File: src/rtl/or1200_cnt_arb_pkg.sv
// Shared definitions for the counting round-robin arbiter.
// Contents: FSM state encoding, default channel count and counter width,
// and the wrap-around pointer advance used after each grant.
package or1200_cnt_arb_pkg;

    typedef enum logic {
        IDLE  = 1'b0,
        GRANT = 1'b1
    } state_t;

    localparam int DEF_NREQ = 4;
    localparam int DEF_CW   = 4;

    // Pointer moves to the channel after the winner, wrapping at nreq.
    function automatic logic [2:0] next_ptr(input logic [2:0] idx, input int nreq);
        return (int'(idx) == nreq - 1) ? 3'd0 : idx + 3'd1;
    endfunction

endpackage

File: src/rtl/or1200_cnt_arb_if.sv
// Bus bundle between requesters/config master and the counting arbiter.
// Requests, config strobes and irq clears flow master -> slave; grants,
// packed counts, sticky irqs and busy flow slave -> master.
interface or1200_cnt_arb_if #(
    parameter int NREQ = 4,
    parameter int CW   = 4
);
    logic [NREQ-1:0]    req;
    logic [NREQ-1:0]    gnt;
    logic               cfg_we;
    logic [2:0]         cfg_sel;
    logic [CW-1:0]      cfg_thr;
    logic [NREQ-1:0]    irq_clr;
    logic [NREQ*CW-1:0] cnt;
    logic [NREQ-1:0]    irq;
    logic               busy;

    modport master (
        output req, cfg_we, cfg_sel, cfg_thr, irq_clr,
        input  gnt, cnt, irq, busy
    );

    modport slave (
        input  req, cfg_we, cfg_sel, cfg_thr, irq_clr,
        output gnt, cnt, irq, busy
    );
endinterface

File: src/rtl/or1200_rr_pick.sv
// Round-robin picker: first set bit of pending at or after ptr, with wrap.
// Latency: purely combinational. Backpressure: none; vld low when pending is 0.
// Ports: pending/ptr in; onehot, vld and the winner index out.
module or1200_rr_pick
    import or1200_cnt_arb_pkg::*;
#(
    parameter int NREQ = DEF_NREQ
) (
    input  logic [NREQ-1:0] pending,
    input  logic [2:0]      ptr,
    output logic [NREQ-1:0] onehot,
    output logic            vld,
    output logic [2:0]      idx
);

    int j;

    always_comb begin
        onehot = '0;
        vld    = 1'b0;
        idx    = '0;
        j      = 0;
        for (int k = 0; k < NREQ; k++) begin
            // ptr is always < NREQ, so one subtraction is enough to wrap.
            j = int'(ptr) + k;
            if (j >= NREQ) begin
                j = j - NREQ;
            end
            if (!vld && pending[j]) begin
                onehot[j] = 1'b1;
                vld       = 1'b1;
                idx       = 3'(j);
            end
        end
    end

endmodule

File: src/rtl/or1200_cnt_arb.sv
// Round-robin arbiter that counts grants per channel, with optional sticky
// threshold interrupts. Latency: req -> registered one-cycle gnt next cycle.
// Backpressure: requesters hold req until granted; one grant per cycle.
// Ports: clk, rst (sync, active-low), bus (slave modport of or1200_cnt_arb_if).
// Build option: define OR1200_CNT_ARB_IRQ_EN for thresholds and irq flags;
// without it counters wrap freely and irq is tied low.
module or1200_cnt_arb
    import or1200_cnt_arb_pkg::*;
#(
    parameter int NREQ = DEF_NREQ,
    parameter int CW   = DEF_CW
) (
    input  logic             clk,
    input  logic             rst,
    or1200_cnt_arb_if.slave  bus
);

    state_t             state;
    state_t             state_nxt;
    logic [NREQ-1:0]    gnt_q;
    logic [NREQ-1:0]    gnt_nxt;
    logic [NREQ-1:0]    pending;
    logic [NREQ-1:0]    pick_oh;
    logic               pick_vld;
    logic [2:0]         pick_idx;
    logic [2:0]         ptr_q;

    logic [CW-1:0]      cnt_q   [NREQ];
    logic [CW-1:0]      cnt_inc [NREQ];
    logic [NREQ-1:0]    hit;
    logic [NREQ-1:0]    cfg_hit;
    logic [NREQ*CW-1:0] cnt_flat;

`ifdef OR1200_CNT_ARB_IRQ_EN
    logic [CW-1:0]      thr_q   [NREQ];
    logic [NREQ-1:0]    irq_q;
`endif

    // A requester whose grant is currently showing must not be counted again.
    assign pending = bus.req & ~gnt_q;

    or1200_rr_pick #(.NREQ(NREQ)) u_pick (
        .pending (pending),
        .ptr     (ptr_q),
        .onehot  (pick_oh),
        .vld     (pick_vld),
        .idx     (pick_idx)
    );

    always_comb begin
        state_nxt = state;
        gnt_nxt   = '0;
        case (state)
            IDLE: begin
                if (pick_vld) begin
                    state_nxt = GRANT;
                    gnt_nxt   = pick_oh;
                end
            end
            GRANT: begin
                if (pick_vld) begin
                    state_nxt = GRANT;
                    gnt_nxt   = pick_oh;
                end else begin
                    state_nxt = IDLE;
                end
            end
            default: state_nxt = IDLE;
        endcase
    end

    // Threshold compare uses the stored thr, so a same-edge cfg write only
    // affects the following increments.
    always_comb begin
        hit     = '0;
        cfg_hit = '0;
        for (int i = 0; i < NREQ; i++) begin
            cnt_inc[i] = cnt_q[i] + CW'(1);
            cfg_hit[i] = bus.cfg_we && (bus.cfg_sel == 3'(i));
`ifdef OR1200_CNT_ARB_IRQ_EN
            hit[i]     = gnt_q[i] && (thr_q[i] != '0) && (cnt_inc[i] == thr_q[i]);
`endif
        end
    end

    always_ff @(posedge clk) begin
        if (!rst) begin
            state <= IDLE;
            gnt_q <= '0;
            ptr_q <= '0;
            for (int i = 0; i < NREQ; i++) begin
                cnt_q[i] <= '0;
`ifdef OR1200_CNT_ARB_IRQ_EN
                thr_q[i] <= '0;
`endif
            end
`ifdef OR1200_CNT_ARB_IRQ_EN
            irq_q <= '0;
`endif
        end else begin
            state <= state_nxt;
            gnt_q <= gnt_nxt;
            if (pick_vld) begin
                ptr_q <= next_ptr(pick_idx, NREQ);
            end
            for (int i = 0; i < NREQ; i++) begin
                // Config clear beats both threshold reload and increment.
                if (cfg_hit[i] || hit[i]) begin
                    cnt_q[i] <= '0;
                end else if (gnt_q[i]) begin
                    cnt_q[i] <= cnt_inc[i];
                end
`ifdef OR1200_CNT_ARB_IRQ_EN
                if (cfg_hit[i]) begin
                    thr_q[i] <= bus.cfg_thr;
                end
                // Set dominates a simultaneous clear.
                irq_q[i] <= hit[i] | (irq_q[i] & ~bus.irq_clr[i]);
`endif
            end
        end
    end

    always_comb begin
        cnt_flat = '0;
        for (int i = 0; i < NREQ; i++) begin
            cnt_flat[i*CW +: CW] = cnt_q[i];
        end
    end

    assign bus.gnt  = gnt_q;
    assign bus.cnt  = cnt_flat;
    assign bus.busy = (state == GRANT);
`ifdef OR1200_CNT_ARB_IRQ_EN
    assign bus.irq  = irq_q;
`else
    assign bus.irq  = '0;
`endif

endmodule

File: src/flat_wrapper.sv
// flat-port wrapper written by rule: the top's interface ports become plain ports
module or1200_cnt_arb_flat import or1200_cnt_arb_pkg::*;
#(
    parameter int NREQ = DEF_NREQ,
    parameter int CW   = DEF_CW
)
  (clk, rst, bus_req, bus_cfg_we, bus_cfg_sel, bus_cfg_thr, bus_irq_clr, bus_gnt, bus_cnt, bus_irq, bus_busy);
  or1200_cnt_arb_if #(.NREQ(NREQ), .CW(CW)) bus_i ();
  input  logic clk;
  input  logic rst;
  input wire logic [$bits(bus_i.req)-1:0] bus_req;
  input wire logic [$bits(bus_i.cfg_we)-1:0] bus_cfg_we;
  input wire logic [$bits(bus_i.cfg_sel)-1:0] bus_cfg_sel;
  input wire logic [$bits(bus_i.cfg_thr)-1:0] bus_cfg_thr;
  input wire logic [$bits(bus_i.irq_clr)-1:0] bus_irq_clr;
  output wire logic [$bits(bus_i.gnt)-1:0] bus_gnt;
  output wire logic [$bits(bus_i.cnt)-1:0] bus_cnt;
  output wire logic [$bits(bus_i.irq)-1:0] bus_irq;
  output wire logic [$bits(bus_i.busy)-1:0] bus_busy;
  assign bus_i.req = bus_req;
  assign bus_i.cfg_we = bus_cfg_we;
  assign bus_i.cfg_sel = bus_cfg_sel;
  assign bus_i.cfg_thr = bus_cfg_thr;
  assign bus_i.irq_clr = bus_irq_clr;
  assign bus_gnt = bus_i.gnt;
  assign bus_cnt = bus_i.cnt;
  assign bus_irq = bus_i.irq;
  assign bus_busy = bus_i.busy;
  or1200_cnt_arb #(.NREQ(NREQ), .CW(CW)) u_core (.clk(clk), .rst(rst), .bus(bus_i));
endmodule
File: config.mk
export PLATFORM = sky130hd
export DESIGN_NAME = or1200_cnt_arb_flat
export DESIGN_NICKNAME = d
export VERILOG_FILES = /design/src/rtl/or1200_cnt_arb_pkg.sv /design/src/rtl/or1200_cnt_arb_if.sv /design/src/rtl/or1200_rr_pick.sv /design/src/rtl/or1200_cnt_arb.sv /design/src/flat_wrapper.sv
export SDC_FILE = /design/constraint.sdc
export NUM_CORES = 1
export LEC_CHECK = 0
export BUFFER_PORTS_ARGS = -buffer_cell sky130_fd_sc_hd__buf_2
export CELL_PAD_IN_SITES_DETAIL_PLACEMENT = 1
export CELL_PAD_IN_SITES_GLOBAL_PLACEMENT = 1
export CORE_MARGIN = 4
export CORE_UTILIZATION = 36
export CTS_BUF_LIST = sky130_fd_sc_hd__clkbuf_16
export DETAILED_ROUTE_END_ITERATION = 10
export PLACE_DENSITY = 0.85
export REMOVE_ABC_BUFFERS = 1
export SKIP_CTS_REPAIR_TIMING = 1
export SLEW_MARGIN = 40
export SYNTH_ARGS = -nofsm -noshare
export SYNTH_HDL_FRONTEND = slang
export SYNTH_SLANG_ARGS = --single-unit
File: constraint.sdc
create_clock -name clk -period 2.5 [get_ports clk]
set_clock_uncertainty 0.1 [all_clocks]
set_input_delay 0.125 -clock clk [delete_from_list [all_inputs] [get_ports clk]]
set_output_delay 0.125 -clock clk [all_outputs]
set_load 0.1 [all_outputs]
Yosys cells after proc, flatten, opt, wreduce, memory -nomap -nowiden:

Memories as Yosys holds them, arrays and structs flattened.
Cells that the tools add are included.

* latch bits: 0
* memory bits (read-only): 0
* word-level logic and storage cells: 136
* memories: 1
* RAM bits: 16
* output and inout port bits: 25
* bits of input ports: 18
* flip-flop bits (word level): 8

* shift operators: 0
* bitwise logic cells: 13
* mux-type cells: 75
* div/mod/pow operators: 0
* multipliers: 0
* order comparisons: 12
* reduce and logical (&&, ||, !) cells: 16
* equality and inequality tests: 4
* add/sub/neg operators: 12

Memories
* u_core.cnt_q: depth 4, width 4, rd ports 4, clocked after memory_dff 0, wr ports 4, RTL line or1200_cnt_arb.sv:28 `logic [CW-1:0] cnt_q [NREQ];`

Operators by type and width (count)
* $ge A32 B1 Y1 const B: 4
* $lt A32 B4 Y1 const B: 4
* $mux W32: 4
* $mux W4: 12
* $mux W1: 46
* $add A4 B1 Y4 const B: 4
* $mux W3: 5
* $sub A4 B3 Y5 const B: 3
* $ge A4 B3 Y1 const B: 3
* $or A4 B4 Y4: 3
* $logic_and A1 B1 Y1: 11
* $add A3 B2 Y4 const B: 2
* $bmux W1 S2: 4
* $demux W1 S2: 4
* $or A1 B1 Y1: 8
* $eq A3 B2 Y1 const B: 2
* $add A3 B1 Y4 const B: 1
* $and A4 B4 Y4: 1
* $not A4 Y4: 1
* $sub A3 B3 Y4 const B: 1
* $add A3 B1 Y3 const B: 1
* $eq A3 B1 Y1 const B: 1
* $eq A3 B3 Y1 const B: 1
* $ge A3 B3 Y1 const B: 1
* other kinds (3): 5

Logic depth before layout (Yosys ltp):

* depth in word-level cells: 17
* mapped depth: 11
* depth with buffers taken out: 10

Modules after synthesis:

From an unflattened synthesis, not the netlist that was laid out.

* cells, all modules: 171
* area total of the unflattened synthesis: 1706.6 sq um

By module, submodules not included
* or1200_cnt_arb: area each 1133.6 sq um, instances 1, seq. area each 640.6 sq um, cells an instance 101
* or1200_rr_pick: area each 573.0 sq um, instances 1, seq. area each 0.0 sq um, cells an instance 70

Worst setup path after synthesis:

No wires, ideal clock.

* kind: flip-flop to flip-flop
* start: register u_core.gnt_q[2] (netlist: u_core.bus.gnt[2])
* end: register u_core.ptr_q[1]
* cell stages (with the launch flop): 9
* buffers on the path: 1
* data required time: 2.284 ns
* setup time: 0.116 ns
* period minus slack after synthesis: 2.831 ns
* setup slack: -0.331 ns
* data arrival time: 2.615 ns
* path through: dfxtp_1 > nor2b_1 > mux4_2 > buf_6 > o21ai_0 > o31ai_1 > ha_1 > mux2i_1 > nor2b_1

* longest elaborated chain between the ends: 17
* elaborated cells on any way between the ends: 31
* those cells by class: add/sub (1); eq/ne (1); mux (21); bitwise (2); reduce/logical (6)

Ends and longest elaborated chain
* start: declaration: RTL line or1200_cnt_arb.sv:20 `logic [NREQ-1:0] gnt_q;`
* start signal: assignment: RTL line or1200_cnt_arb.sv:102 `gnt_q <= gnt_nxt;`
* $not A4 Y4 *: RTL line or1200_cnt_arb.sv:40 `assign pending = bus.req & ~gnt_q;`
* $and A4 B4 Y4 *: RTL line or1200_cnt_arb.sv:40
* $bmux W1 S2: RTL line or1200_rr_pick.sv:29 `if (!vld && pending[j]) begin`
* $mux W1 (not written as such) (2 in series): RTL line or1200_rr_pick.sv:29
* $mux W1: RTL line or1200_rr_pick.sv:29
* $logic_not A1 Y1: RTL line or1200_rr_pick.sv:29
* $logic_and A1 B1 Y1: RTL line or1200_rr_pick.sv:29
* $mux W1: RTL line or1200_rr_pick.sv:29
* $logic_not A1 Y1: RTL line or1200_rr_pick.sv:29
* $logic_and A1 B1 Y1: RTL line or1200_rr_pick.sv:29
* $mux W1: RTL line or1200_rr_pick.sv:29
* $logic_not A1 Y1: RTL line or1200_rr_pick.sv:29
* $logic_and A1 B1 Y1: RTL line or1200_rr_pick.sv:29
* $mux W3: RTL line or1200_rr_pick.sv:29
* $add A3 B1 Y3 or $eq A3 B3 Y1 (tied branches): RTL line or1200_cnt_arb_pkg.sv:16 `return (int'(idx) == nreq - 1) ? 3'd0 : idx + 3'd1;`
* $mux W3: RTL line or1200_cnt_arb_pkg.sv:16
* end signal: assignment: RTL line or1200_cnt_arb.sv:104 `ptr_q <= next_ptr(pick_idx, NREQ);`
* end: declaration: RTL line or1200_cnt_arb.sv:26 `logic [2:0] ptr_q;`

Every way passes the cells marked *; elsewhere a longest branch is shown, timed or not. The select of a mux whose other input is x is not followed.
A chain may end at the register's enable or synchronous reset.

Worst setup path after layout:

* start: register u_core.ptr_q[0]
* end: register u_core.ptr_q[0]

* longest elaborated chain between the ends: 17
* elaborated cells on any way between the ends: 44
* those cells by class: add/sub (8); order compare (4); eq/ne (1); mux (25); reduce/logical (6)

Ends and longest elaborated chain
* parallel branches: the longest is 17 deep, another holds $sub A4 B3 Y5

Several ways; the timed one is not identified. The select of a mux whose other input is x is not followed.

==> flow_summary.toml <==
[critical_path]
reg2reg_from = "u_core.ptr_q[0]"
rr_worst_depth = 10
start_kind = "flop"
worstSetupPathType = "reg -> reg"
cp-endpoint = "u_core.ptr_q[0]"
rr_endpoint = "u_core.ptr_q[0]"
cp.required_ns = 2.56
path_max_fanout = 4
endpoint_kind = "flop"
rrSetupSlack_ns = 0.09
startpoint = "u_core.ptr_q[0]"
arrival_ns = 2.47

[place]
port_buffers = 30
hpwlAfterDp_um = 3230
dp_slack_ns = -0.0276
place_congestion = 0.842

[logic_synthesis]
synth_common_cells = "nor2_1, edfxtp_1, nand2_1, ha_1, inv_1"
yosys.area_share.simple = 0.205
yosys.area.top_type = "edfxtp_1"
synth_top_family_by_area = "simple AND/OR/NAND/NOR gates"
synthCells = 167
synth_top_area_frac = 0.293
ys_ff_latch = 24
synth-xor-area-share = 0.0428
synth_compound_area_frac = 0.127
ys_seq_area_frac = 0.391
yosys.area_share.adder = 0.0840
synth_cell_type_count = 44
synth_most_common_cell = "nor2_1"
ys.flop_type = "edfxtp_1"
postSynth.asyncResetShare = 0
post_synth.cell_area_avg_um2 = 9.81
synth.mux.area_fraction = 0.0794
ys_warn_count = 0
syn_area_mm2 = 0.00164
synth-edff-count = 16
synthTopCellsByArea = "edfxtp_1, dfxtp_1, ha_1"

[sta]
period_minus_slack_ns = 2.41
relSlewSlack = 0.577
finalHoldViolCount = 0
setup_violations = 0
period_share = 0.963
maxSlewViolCount = 0
tightest_slew_ns = 0.625
layout_setup_ws_ns = 0.0932
fmax_ghz = 0.415

[cts]
cts.sinks = 24
cts_buffers = 3
insertion_delay_ns = 0.27
clkTransAtPathRegs_ns = 0.07
htree_levels = 1
tritoncts = "done"
clockRootBuffer = "clkbuf_16"
clockBufferDepth = 2

[finish]
fillers = 516
layout-drive-gt1-share = 0.298
diodes = 0
syn_to_final_growth_pct = 22.4
fin_nets = 235

[floorplanning]
row_count = 24
die_area_mm2 = 0.00569
chipWidth_um = 75.5
start_util = 0.374
die_y_um = 75.5
ioPinCount = 43
core_mm2 = 0.00438

[status]
status = "completed"

[global_route]
grt_pass1_wl_um = 7240
overflow = 0
grt_antenna_before_repair = 0
grt_max_degree = 16
grt_pass1_vias = 1456
grt_util_all_layers = 0.172

[drt]
wirelength_um = 4610
drc_errors = 0
ant_nets = 0
drtPass1Iterations = 4
via_count = 1405
avgViaCountPerCell = 5.47
drt_iter0_markers = 58
wl_per_cell_um = 17.9

[run]
maxCapViolations = 0

[min_path]
hp-class = "in -> reg"
==> worst min-delay path by stage <==
stage,start,to,slack [ns],depth (start not counted)
after floorplan,rst,u_core.ptr_q[2],0.15,1
after global placement,rst,u_core.ptr_q[1],0.40,2
after detailed placement,rst,u_core.ptr_q[1],0.41,2
after CTS,rst,u_core.ptr_q[1],0.13,2
after global routing,rst,u_core.ptr_q[1],0.14,2
final,rst,u_core.ptr_q[1],0.13,2
==> cell usage in the layout (no fill, tap or decap), types with 4 or more instances in the layout <==
cell      count
buf_2        30
buf_4        10
conb_1        4
dfxtp_1       7
edfxtp_1     16
ha_1          9
inv_1        10
mux2i_1       4
mux4_2        4
nand2_1      12
nand2b_1      5
nand3_1       8
nor2_1       18
nor2b_1       6
o211ai_1      9
xnor2_1       4
xor2_1        4
==> critical path: stages (launching register included) <==
cell	delay, ns
dfxtp_2	0.34
inv_2	0.05
ha_4	0.25
inv_2	0.08
mux4_2	0.60
nor2_4	0.14
nand3_1	0.10
o211ai_1	0.12
ha_2	0.23
o211ai_1	0.09
and4_1	0.20
==> metal layers <==
metal  vias up  routed length [um]  GRT usage
met5         -                   0          0
met4         0                  82     0.0718
met3         8                 102     0.0198
met2        23                2480      0.308
met1       707                1950      0.208
li1        667                   -          -
==> cells by family after synthesis <==
family,after synthesis
compound gates,29
buf+inv,22
mux,8
simple gates,64
flops,24
other cells,1
xor+xnor,8
fa+ha+maj,11
==> registers in the layout, summed over array words and instances, names as in the netlist <==
signal           flops
u_core.bus.gnt       4
u_core.ptr_q         3
u_core.cnt_q        16
u_core.bus.busy      1
==> stage by stage <==
| stage | instances | cell area (um2) | utilization | hold WS, ns | TNS, ns |
|---|---|---|---|---|---|
| 3_3_place_gp | 252 | 1870 | 0.426 | 0.398 | 0 |
| 5_1_grt | 257 | 2000 | 0.457 | 0.145 | -0.00621 |
| 6_report | 257 | 2000 | 0.457 | 0.133 | 0 |
| 4_1_cts | 256 | 1970 | 0.450 | 0.126 | -0.133 |
| 2_1_floorplan | 161 | 1590 | - | 0.147 | -1.07 |
| 3_5_place_dp | 252 | 1870 | 0.426 | 0.407 | -0.0276 |
==> area by class of cell <==
cell class / instances / area [um2] / share of cell area
sequential: 24 / 642 / 0.320
multi-input combinational: 124 / 918 / 0.458
inverter: 13 / 48.8 / 0.0243
clock inverter: 1 / 30.0 / 0.0150
clock buffer: 3 / 75.1 / 0.0375
tap: 52 / 65.1 / 0.0325
timing repair buffer: 40 / 225 / 0.112
Power is not shown: default switching activity piles up to over one toggle a cycle in this logic, so the estimate is an artifact.
